$ cat src/rtl/apb_tx_cfg_sequencer_if.sv
`default_nettype none
// ============================================================================
// Module      : apb_tx_cfg_sequencer_if
// Description : APB bus bundle between the TX config sequencer (master) and
//               the TX peripheral APB slave port.
// Revision    : 1.0 - initial release
// ============================================================================
interface apb_tx_cfg_sequencer_if #(
  parameter int ADDRESSWIDTH = 3,
  parameter int DATAWIDTH    = 16
);
  logic [ADDRESSWIDTH-1:0] PADDR_o;
  logic [DATAWIDTH-1:0]    PWDATA_o;
  logic                    PWRITE_o;
  logic                    PSELx_o;
  logic                    PENABLE_o;
  logic                    PREADY_i;

  modport master (
    output PADDR_o,
    output PWDATA_o,
    output PWRITE_o,
    output PSELx_o,
    output PENABLE_o,
    input  PREADY_i
  );

  modport slave (
    input  PADDR_o,
    input  PWDATA_o,
    input  PWRITE_o,
    input  PSELx_o,
    input  PENABLE_o,
    output PREADY_i
  );
endinterface
`default_nettype wire

$ cat src/rtl/apb_tx_cfg_sequencer.sv
`default_nettype none
// ============================================================================
// Module      : apb_tx_cfg_sequencer
// Description : APB write master that programs the TX peripheral from a single
//               start request: ctrl (0), N data words (2), reg3 (3), reg4 (4),
//               then cmd (1). One transfer at a time, aborts on slave timeout.
// Revision    : 1.0 - initial release
// ============================================================================
module apb_tx_cfg_sequencer #(
  parameter int ADDRESSWIDTH = 3,
  parameter int DATAWIDTH    = 16,
  parameter int CNT_W        = 7,
  parameter int TIMEOUT      = 16
) (
  input  logic                 PCLK,
  input  logic                 PRESET,
  input  logic                 start_i,
  input  logic [DATAWIDTH-1:0] ctrl_i,
  input  logic [DATAWIDTH-1:0] base_i,
  input  logic [CNT_W-1:0]     count_i,
  input  logic [DATAWIDTH-1:0] reg3_i,
  input  logic [DATAWIDTH-1:0] reg4_i,
  input  logic [DATAWIDTH-1:0] cmd_i,
  output logic                 busy_o,
  output logic                 done_o,
  output logic                 err_o,
  apb_tx_cfg_sequencer_if.master bus
);

  // Wait counter only needs to reach TIMEOUT-1; the next low cycle aborts.
  localparam int C_WAIT_W = (TIMEOUT > 1) ? $clog2(TIMEOUT) : 1;

  typedef enum logic [1:0] {
    S_IDLE   = 2'd0,
    S_SETUP  = 2'd1,
    S_ACCESS = 2'd2,
    S_GAP    = 2'd3
  } state_t;

  // Which register of the write sequence the current transfer targets.
  typedef enum logic [2:0] {
    ST_CTRL = 3'd0,
    ST_DATA = 3'd1,
    ST_REG3 = 3'd2,
    ST_REG4 = 3'd3,
    ST_CMD  = 3'd4
  } step_t;

  state_t                  r_state, w_state_nxt;
  step_t                   r_step,  w_step_nxt;
  logic [CNT_W-1:0]        r_k,     w_k_nxt;
  logic [C_WAIT_W-1:0]     r_wait,  w_wait_nxt;
  logic                    r_abort, w_abort_nxt;
  logic [ADDRESSWIDTH-1:0] r_paddr, w_paddr_nxt;
  logic [DATAWIDTH-1:0]    r_pwdata, w_pwdata_nxt;

  logic [DATAWIDTH-1:0]    r_base;
  logic [CNT_W-1:0]        r_count;
  logic [DATAWIDTH-1:0]    r_reg3;
  logic [DATAWIDTH-1:0]    r_reg4;
  logic [DATAWIDTH-1:0]    r_cmd;

  logic [CNT_W-1:0]        w_k_inc;

  assign w_k_inc = r_k + CNT_W'(1);

  // State, sequence position and bus address/data registers.
  always_ff @(posedge PCLK) begin
    if (PRESET) begin
      r_state  <= S_IDLE;
      r_step   <= ST_CTRL;
      r_k      <= '0;
      r_wait   <= '0;
      r_abort  <= 1'b0;
      r_paddr  <= '0;
      r_pwdata <= '0;
    end else begin
      r_state  <= w_state_nxt;
      r_step   <= w_step_nxt;
      r_k      <= w_k_nxt;
      r_wait   <= w_wait_nxt;
      r_abort  <= w_abort_nxt;
      r_paddr  <= w_paddr_nxt;
      r_pwdata <= w_pwdata_nxt;
    end
  end

  // Capture the configuration once, when a request is accepted in IDLE.
  always_ff @(posedge PCLK) begin
    if (PRESET) begin
      r_base  <= '0;
      r_count <= '0;
      r_reg3  <= '0;
      r_reg4  <= '0;
      r_cmd   <= '0;
    end else if (r_state == S_IDLE && start_i) begin
      r_base  <= base_i;
      r_count <= count_i;
      r_reg3  <= reg3_i;
      r_reg4  <= reg4_i;
      r_cmd   <= cmd_i;
    end
  end

  // Next-state logic; address/data are loaded on every entry to SETUP so the
  // bus values are valid in the SETUP cycle and held until the next one.
  always_comb begin
    w_state_nxt  = r_state;
    w_step_nxt   = r_step;
    w_k_nxt      = r_k;
    w_wait_nxt   = r_wait;
    w_abort_nxt  = r_abort;
    w_paddr_nxt  = r_paddr;
    w_pwdata_nxt = r_pwdata;

    case (r_state)
      S_IDLE: begin
        if (start_i) begin
          w_state_nxt  = S_SETUP;
          w_step_nxt   = ST_CTRL;
          w_k_nxt      = '0;
          w_wait_nxt   = '0;
          w_abort_nxt  = 1'b0;
          w_paddr_nxt  = ADDRESSWIDTH'(0);
          w_pwdata_nxt = ctrl_i;
        end
      end

      S_SETUP: begin
        w_state_nxt = S_ACCESS;
        w_wait_nxt  = '0;
      end

      S_ACCESS: begin
        if (bus.PREADY_i) begin
          w_state_nxt = S_GAP;
        end else if (r_wait == C_WAIT_W'(TIMEOUT - 1)) begin
          w_state_nxt = S_GAP;
          w_abort_nxt = 1'b1;
        end else begin
          w_wait_nxt = r_wait + C_WAIT_W'(1);
        end
      end

      S_GAP: begin
        if (r_abort || r_step == ST_CMD) begin
          w_state_nxt = S_IDLE;
        end else begin
          w_state_nxt = S_SETUP;
          case (r_step)
            ST_CTRL: begin
              if (r_count == '0) begin
                w_step_nxt   = ST_REG3;
                w_paddr_nxt  = ADDRESSWIDTH'(3);
                w_pwdata_nxt = r_reg3;
              end else begin
                w_step_nxt   = ST_DATA;
                w_k_nxt      = '0;
                w_paddr_nxt  = ADDRESSWIDTH'(2);
                w_pwdata_nxt = r_base;
              end
            end
            ST_DATA: begin
              if (w_k_inc == r_count) begin
                w_step_nxt   = ST_REG3;
                w_paddr_nxt  = ADDRESSWIDTH'(3);
                w_pwdata_nxt = r_reg3;
              end else begin
                w_k_nxt      = w_k_inc;
                w_paddr_nxt  = ADDRESSWIDTH'(2);
                w_pwdata_nxt = r_base + DATAWIDTH'(w_k_inc);
              end
            end
            ST_REG3: begin
              w_step_nxt   = ST_REG4;
              w_paddr_nxt  = ADDRESSWIDTH'(4);
              w_pwdata_nxt = r_reg4;
            end
            ST_REG4: begin
              w_step_nxt   = ST_CMD;
              w_paddr_nxt  = ADDRESSWIDTH'(1);
              w_pwdata_nxt = r_cmd;
            end
            default: begin
              w_state_nxt = S_IDLE;
            end
          endcase
        end
      end

      default: begin
        w_state_nxt = S_IDLE;
      end
    endcase
  end

  // Bus and status outputs decoded from the registered state.
  always_comb begin
    bus.PSELx_o   = (r_state == S_SETUP) || (r_state == S_ACCESS);
    bus.PENABLE_o = (r_state == S_ACCESS);
    bus.PWRITE_o  = (r_state == S_SETUP) || (r_state == S_ACCESS);
    bus.PADDR_o   = r_paddr;
    bus.PWDATA_o  = r_pwdata;
    busy_o        = (r_state != S_IDLE);
    done_o        = (r_state == S_GAP) && (r_step == ST_CMD) && !r_abort;
    err_o         = (r_state == S_GAP) && r_abort;
  end

endmodule
`default_nettype wire

$ cat src/flat_wrapper.sv
// flat-port wrapper written by rule: the top's interface ports become plain ports
module apb_tx_cfg_sequencer_flat 
#(
  parameter int ADDRESSWIDTH = 3,
  parameter int DATAWIDTH    = 16,
  parameter int CNT_W        = 7,
  parameter int TIMEOUT      = 16
)
  (PCLK, PRESET, start_i, ctrl_i, base_i, count_i, reg3_i, reg4_i, cmd_i, busy_o, done_o, err_o, bus_PADDR_o, bus_PWDATA_o, bus_PWRITE_o, bus_PSELx_o, bus_PENABLE_o, bus_PREADY_i);
  apb_tx_cfg_sequencer_if #(.ADDRESSWIDTH(ADDRESSWIDTH), .DATAWIDTH(DATAWIDTH)) bus_i ();
  input  logic PCLK;
  input  logic PRESET;
  input  logic start_i;
  input  logic [DATAWIDTH-1:0] ctrl_i;
  input  logic [DATAWIDTH-1:0] base_i;
  input  logic [CNT_W-1:0] count_i;
  input  logic [DATAWIDTH-1:0] reg3_i;
  input  logic [DATAWIDTH-1:0] reg4_i;
  input  logic [DATAWIDTH-1:0] cmd_i;
  output logic busy_o;
  output logic done_o;
  output logic err_o;
  output wire logic [$bits(bus_i.PADDR_o)-1:0] bus_PADDR_o;
  output wire logic [$bits(bus_i.PWDATA_o)-1:0] bus_PWDATA_o;
  output wire logic [$bits(bus_i.PWRITE_o)-1:0] bus_PWRITE_o;
  output wire logic [$bits(bus_i.PSELx_o)-1:0] bus_PSELx_o;
  output wire logic [$bits(bus_i.PENABLE_o)-1:0] bus_PENABLE_o;
  input wire logic [$bits(bus_i.PREADY_i)-1:0] bus_PREADY_i;
  assign bus_PADDR_o = bus_i.PADDR_o;
  assign bus_PWDATA_o = bus_i.PWDATA_o;
  assign bus_PWRITE_o = bus_i.PWRITE_o;
  assign bus_PSELx_o = bus_i.PSELx_o;
  assign bus_PENABLE_o = bus_i.PENABLE_o;
  assign bus_i.PREADY_i = bus_PREADY_i;
  apb_tx_cfg_sequencer #(.ADDRESSWIDTH(ADDRESSWIDTH), .DATAWIDTH(DATAWIDTH), .CNT_W(CNT_W), .TIMEOUT(TIMEOUT)) u_core (.PCLK(PCLK), .PRESET(PRESET), .start_i(start_i), .ctrl_i(ctrl_i), .base_i(base_i), .count_i(count_i), .reg3_i(reg3_i), .reg4_i(reg4_i), .cmd_i(cmd_i), .busy_o(busy_o), .done_o(done_o), .err_o(err_o), .bus(bus_i));
endmodule
$ cat config.mk
export PLATFORM = sky130hd
export DESIGN_NAME = apb_tx_cfg_sequencer_flat
export DESIGN_NICKNAME = d
export VERILOG_FILES = /design/src/rtl/apb_tx_cfg_sequencer_if.sv /design/src/rtl/apb_tx_cfg_sequencer.sv /design/src/flat_wrapper.sv
export SDC_FILE = /design/constraint.sdc
export NUM_CORES = 1
export LEC_CHECK = 0
export ABC_AREA = 1
export BUFFER_PORTS_ARGS = -buffer_cell sky130_fd_sc_hd__buf_2
export CORE_MARGIN = 2
export CORE_UTILIZATION = 47
export CTS_BUF_LIST = sky130_fd_sc_hd__clkbuf_4 sky130_fd_sc_hd__clkbuf_8
export CTS_CLUSTER_DIAMETER = 100
export DETAILED_ROUTE_END_ITERATION = 10
export MAX_ROUTING_LAYER = met4
export PLACE_DENSITY = 0.72
export SLEW_MARGIN = 10
export SYNTH_ARGS = -nofsm -noshare
export SYNTH_HDL_FRONTEND = slang
export SYNTH_SLANG_ARGS = --single-unit
$ cat constraint.sdc
create_clock -name PCLK -period 2.15 [get_ports PCLK]
set_input_delay 0.215 -clock PCLK [delete_from_list [all_inputs] [get_ports PCLK]]
set_output_delay 0.215 -clock PCLK [all_outputs]
set_load 0.02 [all_outputs]
# Word-level counts from Yosys, hierarchy flattened
# Cells that the tools add are included.
word_totals:
  regBits: 107
  output_inout_bits: 25
classes:
  n_addsub: 3
  eq_ne: 20
  mux: 37
  n_reduce_logical: 21
ops:
  columns: ["cell", "count"]
  rows:
  - ["$mux W16", 4]
  - ["$pmux W16 S4", 1]
  - ["$pmux W16 S2", 1]
  - ["$mux W7", 4]
  - ["$pmux W7 S2", 2]
  - ["$pmux W3 S4", 2]
  - ["$add A16 B7 Y16", 1]
  - ["$mux W3", 4]
  - ["$mux W4", 3]
  - ["$pmux W3 S2", 2]
  - ["$pmux W4 S3", 1]
  - ["$reduce_and A4 Y1", 3]
  - ["$mux W2", 5]
  - ["$ne A3 B3 Y1 const B", 3]
  - ["$ne A2 B2 Y1 const B", 4]
  - ["$pmux W2 S4", 1]
  - ["$add A7 B1 Y7 const B", 1]
  - ["$eq A7 B7 Y1", 1]
  - ["$logic_not A7 Y1", 1]
  - ["$eq A3 B2 Y1 const B", 2]
  - ["$mux W1", 6]
  - ["$reduce_and A6 Y1", 1]
  - ["$reduce_bool A2 Y1", 3]
  - ["$ne A5 B5 Y1 const B", 1]
  - ["19 further kinds", 24]

# Depth between registers and ports, before layout
# Gate-level depths: netlist of the first run.
logic_depth:
  word_depth: 6
  depth_mapped: 20
  ltp_nobuf: 20

# Worst setup path after synthesis of the first run
# No wires, ideal clock.
synth_timing:
  path_type: "reg2reg"
  start: "register u_core.r_k[0]"
  end: "register u_core.r_pwdata[15], in the netlist u_core.bus.PWDATA_o[15]"
  setup_ps: 70
  arrival_ps: 2219
  path_slack_ps: -140
  path_stages_with_launch: 20
  n_path_buf: 0
  path_cell_list: "dfxtp_1 > ha_1 > nand2_2 > nor2_4 > nand2_2 > nand2_2 > nand2_1 > ha_1 > nand2_1 > o21ai_0 > inv_1 > nand2_1 > nand2_1 > nand2_1 > nand2_1 > nand2_1 > nand3_1 > nand3_1 > nand2_1 > a21oi_1"
synth_via:
  elab_chain_cells: 6
  elab_cells_between_ends: 7
  cone_classes: "add/sub (2); eq/ne (1); mux (4)"
synth_lines:
  columns: ["item", "line", "source"]
  rows:
  - ["start, declared", "apb_tx_cfg_sequencer.sv:51", "logic [CNT_W-1:0] r_k, w_k_nxt;"]
  - ["start signal, assigned", "apb_tx_cfg_sequencer.sv:80", "r_k <= w_k_nxt;"]
  - ["$add A7 B1 Y7 *", "apb_tx_cfg_sequencer.sv:65", "assign w_k_inc = r_k + CNT_W'(1);"]
  - ["$add A16 B7 Y16 or $eq A7 B7 Y1 (tied branches)", "apb_tx_cfg_sequencer.sv:171, apb_tx_cfg_sequencer.sv:164", null]
  - ["$mux W16 *", "apb_tx_cfg_sequencer.sv:164", "if (w_k_inc == r_count) begin"]
  - ["$pmux W16 S4 *", "apb_tx_cfg_sequencer.sv:150", "case (r_step)"]
  - ["$mux W16 *", "apb_tx_cfg_sequencer.sv:146", "if (r_abort || r_step == ST_CMD) begin"]
  - ["$pmux W16 S2 *", "apb_tx_cfg_sequencer.sv:116", "case (r_state)"]
  - ["end signal, assigned", "apb_tx_cfg_sequencer.sv:84", "r_pwdata <= w_pwdata_nxt;"]
  - ["end, declared", "apb_tx_cfg_sequencer.sv:55", "logic [DATAWIDTH-1:0] r_pwdata, w_pwdata_nxt;"]
# Every way passes the cells marked *; elsewhere a longest branch is shown, timed or not. The select of a mux whose other input is x is not followed.
# A chain may end at the register's enable or synchronous reset.

# Worst setup path in the final report of the first run
layout_timing:
  start: "register u_core.r_k[1]"
  end: "register u_core.r_pwdata[14], in the netlist u_core.bus.PWDATA_o[14]"
# Same word-level chain as after synthesis.

==> flow_summary_export.csv, run 1 <==
group,metric,value,unit
outcome,outcome,"finished with violations",
outcome,violations,"setup timing",
cells_and_area,final_core_util,63.2,%
clock_tree,clock_path_buffers,2,
synthesis,synth-seq-area-share,36.1,%
clock_tree,clkLatencyLatePin,0.39,ns
grt,grt_max_degree,76,
pwr,p_int,5.70,mW
min_path,min_from,"cmd_i[5]",
pwr,finalPower,10.8,mW
placement,place_hpwl,13300,um
die,io_pins,116,
timing,hold_viol_final,0,
die,initial_core_util,47.6,%
synthesis,synth-seq-cells,107,
grt,grt_pass1_vias,5675,
routing,vias,6513,
synthesis,syn_avg_cell_area,6.60,um2
synthesis,ys_types,37,
clock_tree,cts_htree_levels,3,
cells_and_area,final_nets,1165,
grt,grt_pass1_wl,28500,um
synthesis,netlist_area,5940,um2
routing,first_pass_iters,6,
job,maxCapViolCount,0,
worst_setup_path,startpoint_type,"register",
placement,gp_congestion,0.960,
cells_and_area,design_area,7880,um2
timing,finalWorstSetupSlack,-0.247,ns
synthesis,netlist_top_cells_area,"dfxtp_1 36%, nand2_1 10%, nor2_1 9.4%, o21ai_0 7.9%, a21oi_1 6.5%",
die,row_count,41,
worst_setup_path,critical_path_class,"register to register",
die,fp.dieW,116,um
placement,dp_cells,1197,
timing,slew_viol_final,0,
clock_tree,cts_made_buffers,9,
die,dieArea,13500,um2
pwr,p_sw,5.05,mW
timing,fin_crit_sh,111,%
worst_setup_path,worstPathArrival,2.67,ns
cells_and_area,synthToLayoutAreaGrowth,32.7,%
worst_setup_path,worst_ep_required_time,2.42,ns
worst_setup_path,crit_start,"u_core.r_k[1]",
timing,layout_min_cycle_time,2.40,ns
pwr,powerDensity,1360,nW/um2
pwr,p_sw_share,47.0,%
die,core,12500,um2
synthesis,syn_nets,1005,
routing,drtIter0Drc,561,
routing,wirelength,19000,um
grt,grt_overflow_total,0,
worst_setup_path,cp_max_fo,4,
pwr,clkPwrFrac,11.6,%
routing,antenna_left,0,
pwr,combPwrFrac,59.8,%
routing,drc,0,
clock_tree,cts_tree,"done",
synthesis,synth_top_area_share,36.1,%
pwr,static-leakage-power,3.63,nW
routing,avgRoutedWirePerCell,15.4,um
timing,tightest_slew,0.462,ns
placement,dpl_cell_area,7000,um2
clock_tree,path_clk_slew,0.10,ns
cells_and_area,drive_gt1_share,31.1,%
timing,fmax,0.417,GHz
grt,track_usage,28.1,%
worst_setup_path,cp-end-kind,"register",
pwr,vdd_drop_max,605,uV
clock_tree,cts-root-buf,"clkbuf_8",
grt,grt_antenna_before_repair,0,
cells_and_area,fillers,1189,
synthesis,ys.warnings.count,0,
timing,max-slew-margin-rel,68.8,%
cells_and_area,num_antenna_cells,0,
die,die_h,116,um
timing,setup_viol,19,
min_path,min_path_type,"input port to register",
cells_and_area,layoutNonFillerInstCount,1236,
clock_tree,cts_sinks,107,
worst_setup_path,rr_startpoint,"u_core.r_k[1]",
synthesis,synth_top_area_cell,"dfxtp_1",
pwr,p_seq_share,28.5,%
timing,skew,0.00844,ns
routing,drt-vias-per-instance,5.27,
placement,portBuffers,115,
synthesis,synthCells,900,
timing,rsz0062_at_grt,"true",
-- path summary, 6_finish.rpt --
path | slack (ns) | depth (start not counted) | to
min reg2reg | 0.46 | 2 | u_core.bus.PWDATA_o[1]
max reg2reg | -0.25 | 19 | u_core.bus.PWDATA_o[14]
min | 0.07 | 3 | u_core.r_cmd[5]
max | -0.25 | 19 | u_core.bus.PWDATA_o[14]
-- timing repair --
| item | CTS | global route |
|---|---|---|
| hold buffers | 0 | 0 |
| endpoints found under the setup margin | 22 | 27 |
| pin swaps | 19 | 57 |
| gates cloned | 0 | 1 |
| gates resized for setup | 45 | 73 |
| setup buffers | 10 | 13 |
-- per-layer routing --
metal | up-vias | track usage [%] | wire (um)
li1 | 3246 | - | -
met1 | 2975 | 35.4 | 8070
met2 | 253 | 44.1 | 8980
met3 | 39 | 5.60 | 1290
met4 | 0 | 11.8 | 635
met5 | - | - | 0
-- final cells by class --
cell class	instances	area, um2	share of cell area [%]
Multi-Input combinational cell	654	3710	47.1
Sequential cell	107	2150	27.3
Timing Repair Buffer	193	1250	15.9
Inverter	95	363	4.61
Tap cell	172	215	2.73
Clock buffer	9	124	1.57
Clock inverter	6	67.6	0.858
-- power by group through the flow --
stage | Clock, mW | Combinational (mW) | Sequential (mW)
floorplan | 0 | 3.52 | 3.07
global placement | 0 | 5.30 | 3.05
detailed placement | 0 | 5.34 | 3.06
CTS | 1.28 | 5.71 | 3.04
global route | 1.35 | 7.05 | 3.13
finish | 1.25 | 6.43 | 3.07
-- placed cells by master, fill, tap and decap left out, types with 4 or more instances in the layout --
cell type and n:
nand2_1 134, buf_4 63, nand2_2 26, buf_12 4, nor3_1 10, nand3_1 47, inv_2 10, xor2_2 4
a21oi_1 73, clkbuf_8 9, dfxtp_1 103, o21ai_0 91, buf_6 11, a22oi_1 16, inv_1 82, o21ai_1 4
nor2_2 12, nand4_1 20, nor2_1 140, buf_2 115, nand3_2 22, ha_1 5, ha_4 8, nand2_4 15
-- synth_stat cells, drive strengths merged --
cell type  instances
a211o              1
a211oi             1
a21oi             77
a22oi             16
and2               1
buf               12
clkbuf            33
clkinv             2
dfxtp            107
fa                 1
ha                13
inv               93
nand2            175
nand3             71
nand4             20
nor2             157
nor3              11
o211ai             1
o21ai             99
or2                1
xnor2              3
xor2               5
-- cell families after synthesis --
group	count (synthesis)	share of synthesized area (%)
DFF	107	36.1
and+or+nand+nor	436	32.6
xor gates and xnor gates	8	1.18
buffers and inverters	140	9.34
AOI/OAI and AO/OA	195	17.7
adders and majority gates	14	3.08
-- flip-flops by register name, summed over array words and instances, names as in the netlist --
register / flops
u_core.bus.PWDATA_o: 16
u_core.bus.PADDR_o: 3
u_core.r_step: 3
u_core.r_cmd: 16
u_core.r_wait: 4
u_core.r_abort: 1
u_core.r_k: 7
u_core.r_reg3: 16
u_core.r_state: 2
u_core.r_reg4: 16
u_core.r_count: 7
u_core.r_base: 16
-- through the flow --
| stage | setup slack [ns] | TNS [ns] | hold WS [ns] |
|---|---|---|---|
| floorplan | 0.0000506 | 0 | 0.382 |
| global placement | -0.321 | -2.40 | 0.451 |
| detailed placement | -0.330 | -3.15 | 0.454 |
| CTS | -0.161 | -1.06 | 0.0521 |
| global route | -0.326 | -4.27 | 0.0677 |
| finish | -0.247 | -1.86 | 0.0672 |
-- worst max-delay path: stages, from the launching register on --
cell and delay [ns]:
dfxtp_2 0.37, ha_4 0.16, nand2_4 0.06, nor2_4 0.13, nand2_2 0.08, nand2_2 0.08, nand2_2 0.07, ha_4 0.32
nand2_4 0.07, nor2_2 0.14, and2_1 0.16, nand2_1 0.08, nand2_1 0.07, nand2_1 0.05, nand2_1 0.06, nand2_1 0.06
nand3_1 0.07, nand3_1 0.09, nand2_1 0.08, a21oi_1 0.06
(Power assumes the default switching activity.)
==> run 2, diff against run 1 <==
--- a/config.mk
+++ b/config.mk
@@ -11,3 +11,2 @@
 export CORE_UTILIZATION = 47
-export CTS_BUF_LIST = sky130_fd_sc_hd__clkbuf_4 sky130_fd_sc_hd__clkbuf_8
 export CTS_CLUSTER_DIAMETER = 100
==> constraint.sdc (replaced) <==
create_clock -name PCLK -period 2.15 [get_ports PCLK]
set_input_delay 0.3225 -clock PCLK [delete_from_list [all_inputs] [get_ports PCLK]]
set_output_delay 0.3225 -clock PCLK [all_outputs]
set_load 0.02 [all_outputs]
==> run 2 against run 1 <==
  * The run still ends with setup timing left
  * Die area did not move
  * Wire length fell by 0.38%
  * Worst setup slack improved by 0.016 ns
==> flow_summary_export.csv, run 2 (synthesis gave the netlist of run 1 again) <==
group,metric,value,unit
pwr,powerDensity,1410,nW/um2
pwr,p_sw,5.13,mW
worst_setup_path,rr_startpoint,"u_core.r_k[1]",
timing,hold_ws,0.210,ns
pwr,p_seq_share,27.6,%
worst_setup_path,cpMostUsedCell,"nand2_2",
clock_tree,clock_path_buffers,2,
timing,hold_viol_final,0,
cells_and_area,num_antenna_cells,0,
placement,place_ws,-0.330,ns
die,fp.dieW,116,um
routing,vias,6521,
pwr,combPwrFrac,57.4,%
timing,setup_viol,22,
outcome,outcome,"finished with violations",
clock_tree,cts_tree,"done",
worst_setup_path,critPathBufInv,1,
die,initial_core_util,47.6,%
worst_setup_path,worstPathArrival,2.62,ns
worst_setup_path,critical_path_class,"register to register",
grt,grt_pass1_wl,28200,um
min_path,min_path_type,"input port to register",
timing,slew_viol_final,0,
timing,tightest_slew,0.615,ns
routing,wirelength,18900,um
pwr,p_int,6.04,mW
placement,gp_congestion,0.960,
worst_setup_path,cp_num_cells,18,
grt,grt_pass1_vias,5651,
clock_tree,cts_made_buffers,9,
worst_setup_path,regToRegEndpoint,"u_core.bus.PWDATA_o[12]",
cells_and_area,mostFrequentLayoutCells,"142 x nor2_1, 129 x nand2_1, 115 x buf_2",
cells_and_area,drive_gt1_share,31.0,%
clock_tree,cts_sinks,107,
worst_setup_path,worst_ep_required_time,2.39,ns
routing,antenna_left,0,
worst_setup_path,cp-end-kind,"register",
timing,rsz0062_at_grt,"true",
die,io_pins,116,
worst_setup_path,crit_path_end,"u_core.bus.PWDATA_o[12]",
worst_setup_path,crit_start,"u_core.r_k[1]",
pwr,clkPwrFrac,15.0,%
clock_tree,path_clk_slew,0.07,ns
pwr,p_sw_share,45.9,%
timing,skew,0.00476,ns
worst_setup_path,r2r_cells,18,
placement,place_hpwl,13300,um
routing,avgRoutedWirePerCell,15.3,um
worst_setup_path,max_stage_delay,0.38,ns
cells_and_area,design_area,7920,um2
routing,drtIter0Drc,608,
timing,fmax,0.420,GHz
cells_and_area,seq_area,2150,um2
timing,fin_crit_sh,111,%
die,die_h,116,um
grt,grt_max_degree,76,
pwr,static-leakage-power,3.62,nW
timing,layout_min_cycle_time,2.38,ns
cells_and_area,fillers,1168,
placement,portBuffers,115,
pwr,finalPower,11.2,mW
cells_and_area,final_nets,1162,
grt,grt_overflow_total,0,
clock_tree,cts-root-buf,"clkbuf_16",
timing,max-slew-margin-rel,58.6,%
die,dieArea,13500,um2
worst_setup_path,r2r_slack,-0.23,ns
outcome,violations,"setup timing",
grt,grt_antenna_before_repair,0,
cells_and_area,multi_input_area,3690,um2
cells_and_area,final_common_cell,"nor2_1",
placement,dpl_cell_area,7000,um2
clock_tree,cts_htree_levels,3,
clock_tree,cts-hold-fix-buffers,0,
grt,track_usage,27.9,%
routing,drt-vias-per-instance,5.29,
worst_setup_path,crit_slowest_cell,"dfxtp_4",
die,row_count,41,
worst_setup_path,path_delay_family,"simple AND/OR/NAND/NOR gates",
pwr,vdd_drop_max,572,uV
job,maxCapViolCount,0,
die,core,12500,um2
worst_setup_path,startpoint_type,"register",
routing,drc,0,
worst_setup_path,worstPathCellList,"ha_4 -> nand2_4 -> nor2_4 -> nand2_2 -> nand2_2 -> nand2_2 -> ha_4 -> nand2_4 -> o21ai_2 -> inv_1 -> nand2_1 -> nand3_1 -> nand2_1 -> nand2_1 -> nand3_2 -> nand3_2 -> nand2_2 -> a21oi_2",
cells_and_area,synthToLayoutAreaGrowth,33.4,%
timing,finalWorstSetupSlack,-0.231,ns
clock_tree,clkLatencyLatePin,0.36,ns
routing,first_pass_iters,5,
worst_setup_path,cp_max_fo,4,
==> run 2: worst min-delay path by stage <==
stage / startpoint / endpoint / slack [ns] / cells past startpoint
6_report: cmd_i[5] / u_core.r_cmd[5] / 0.21 / 3
3_3_place_gp: u_core.bus.PWDATA_o[4] / u_core.bus.PWDATA_o[4] / 0.45 / 2
5_1_grt: reg4_i[3] / u_core.r_reg4[3] / 0.22 / 3
4_1_cts: cmd_i[5] / u_core.r_cmd[5] / 0.20 / 3
2_1_floorplan: u_core.r_reg3[10] / u_core.r_reg3[10] / 0.44 / 2
3_5_place_dp: u_core.bus.PWDATA_o[1] / u_core.bus.PWDATA_o[1] / 0.45 / 2
==> run 2: metal layers <==
| layer | share of wire (%) | up-vias | GRT usage (%) |
|---|---|---|---|
| li1 | - | 3242 | - |
| met3 | 6.6 | 58 | 5.60 |
| met4 | 3.8 | 0 | 12.0 |
| met5 | 0 | - | - |
| met1 | 43 | 2948 | 35.4 |
| met2 | 47 | 273 | 43.3 |
==> run 2: cell type report <==
| type | count | share of cell area (%) |
|---|---|---|
| multi-input combinational | 654 | 46.6 |
| sequential | 107 | 27.2 |
| timing repair buffer | 190 | 15.2 |
| inverter | 95 | 4.58 |
| clock buffer | 9 | 2.84 |
| tap | 172 | 2.72 |
| clock inverter | 6 | 0.853 |
==> run 2: power groups by stage <==
stage	combinational, mW	sequential, mW	clock (mW)
floorplan	3.52	3.07	0
global placement	5.30	3.05	0
detailed placement	5.34	3.06	0
CTS	5.60	3.04	1.69
global route	7.01	3.13	1.77
finish	6.41	3.08	1.67
==> run 2: timing repair <==
item | in CTS | in global routing
setup endpoints to repair | 21 | 27
pin swaps | 15 | 54
setup buffers | 6 | 14
resized for setup | 35 | 78
gates cloned | 0 | 1
hold endpoints to repair | 0 | 0
==> run 2: worst min-delay path: stages <==
cell and delay (ns):
buf_2 0.07, o21ai_0 0.07, nor2_1 0.07
==> run 2: through the flow <==
stage	cells	utilization [%]	setup TNS (ns)
finish	1233	63.5	-2.48
global route	1233	63.5	-5.48
CTS	1218	60.1	-1.13
detailed placement	1197	56.2	-3.15
global placement	1197	56.2	-2.40
floorplan	900	-	0
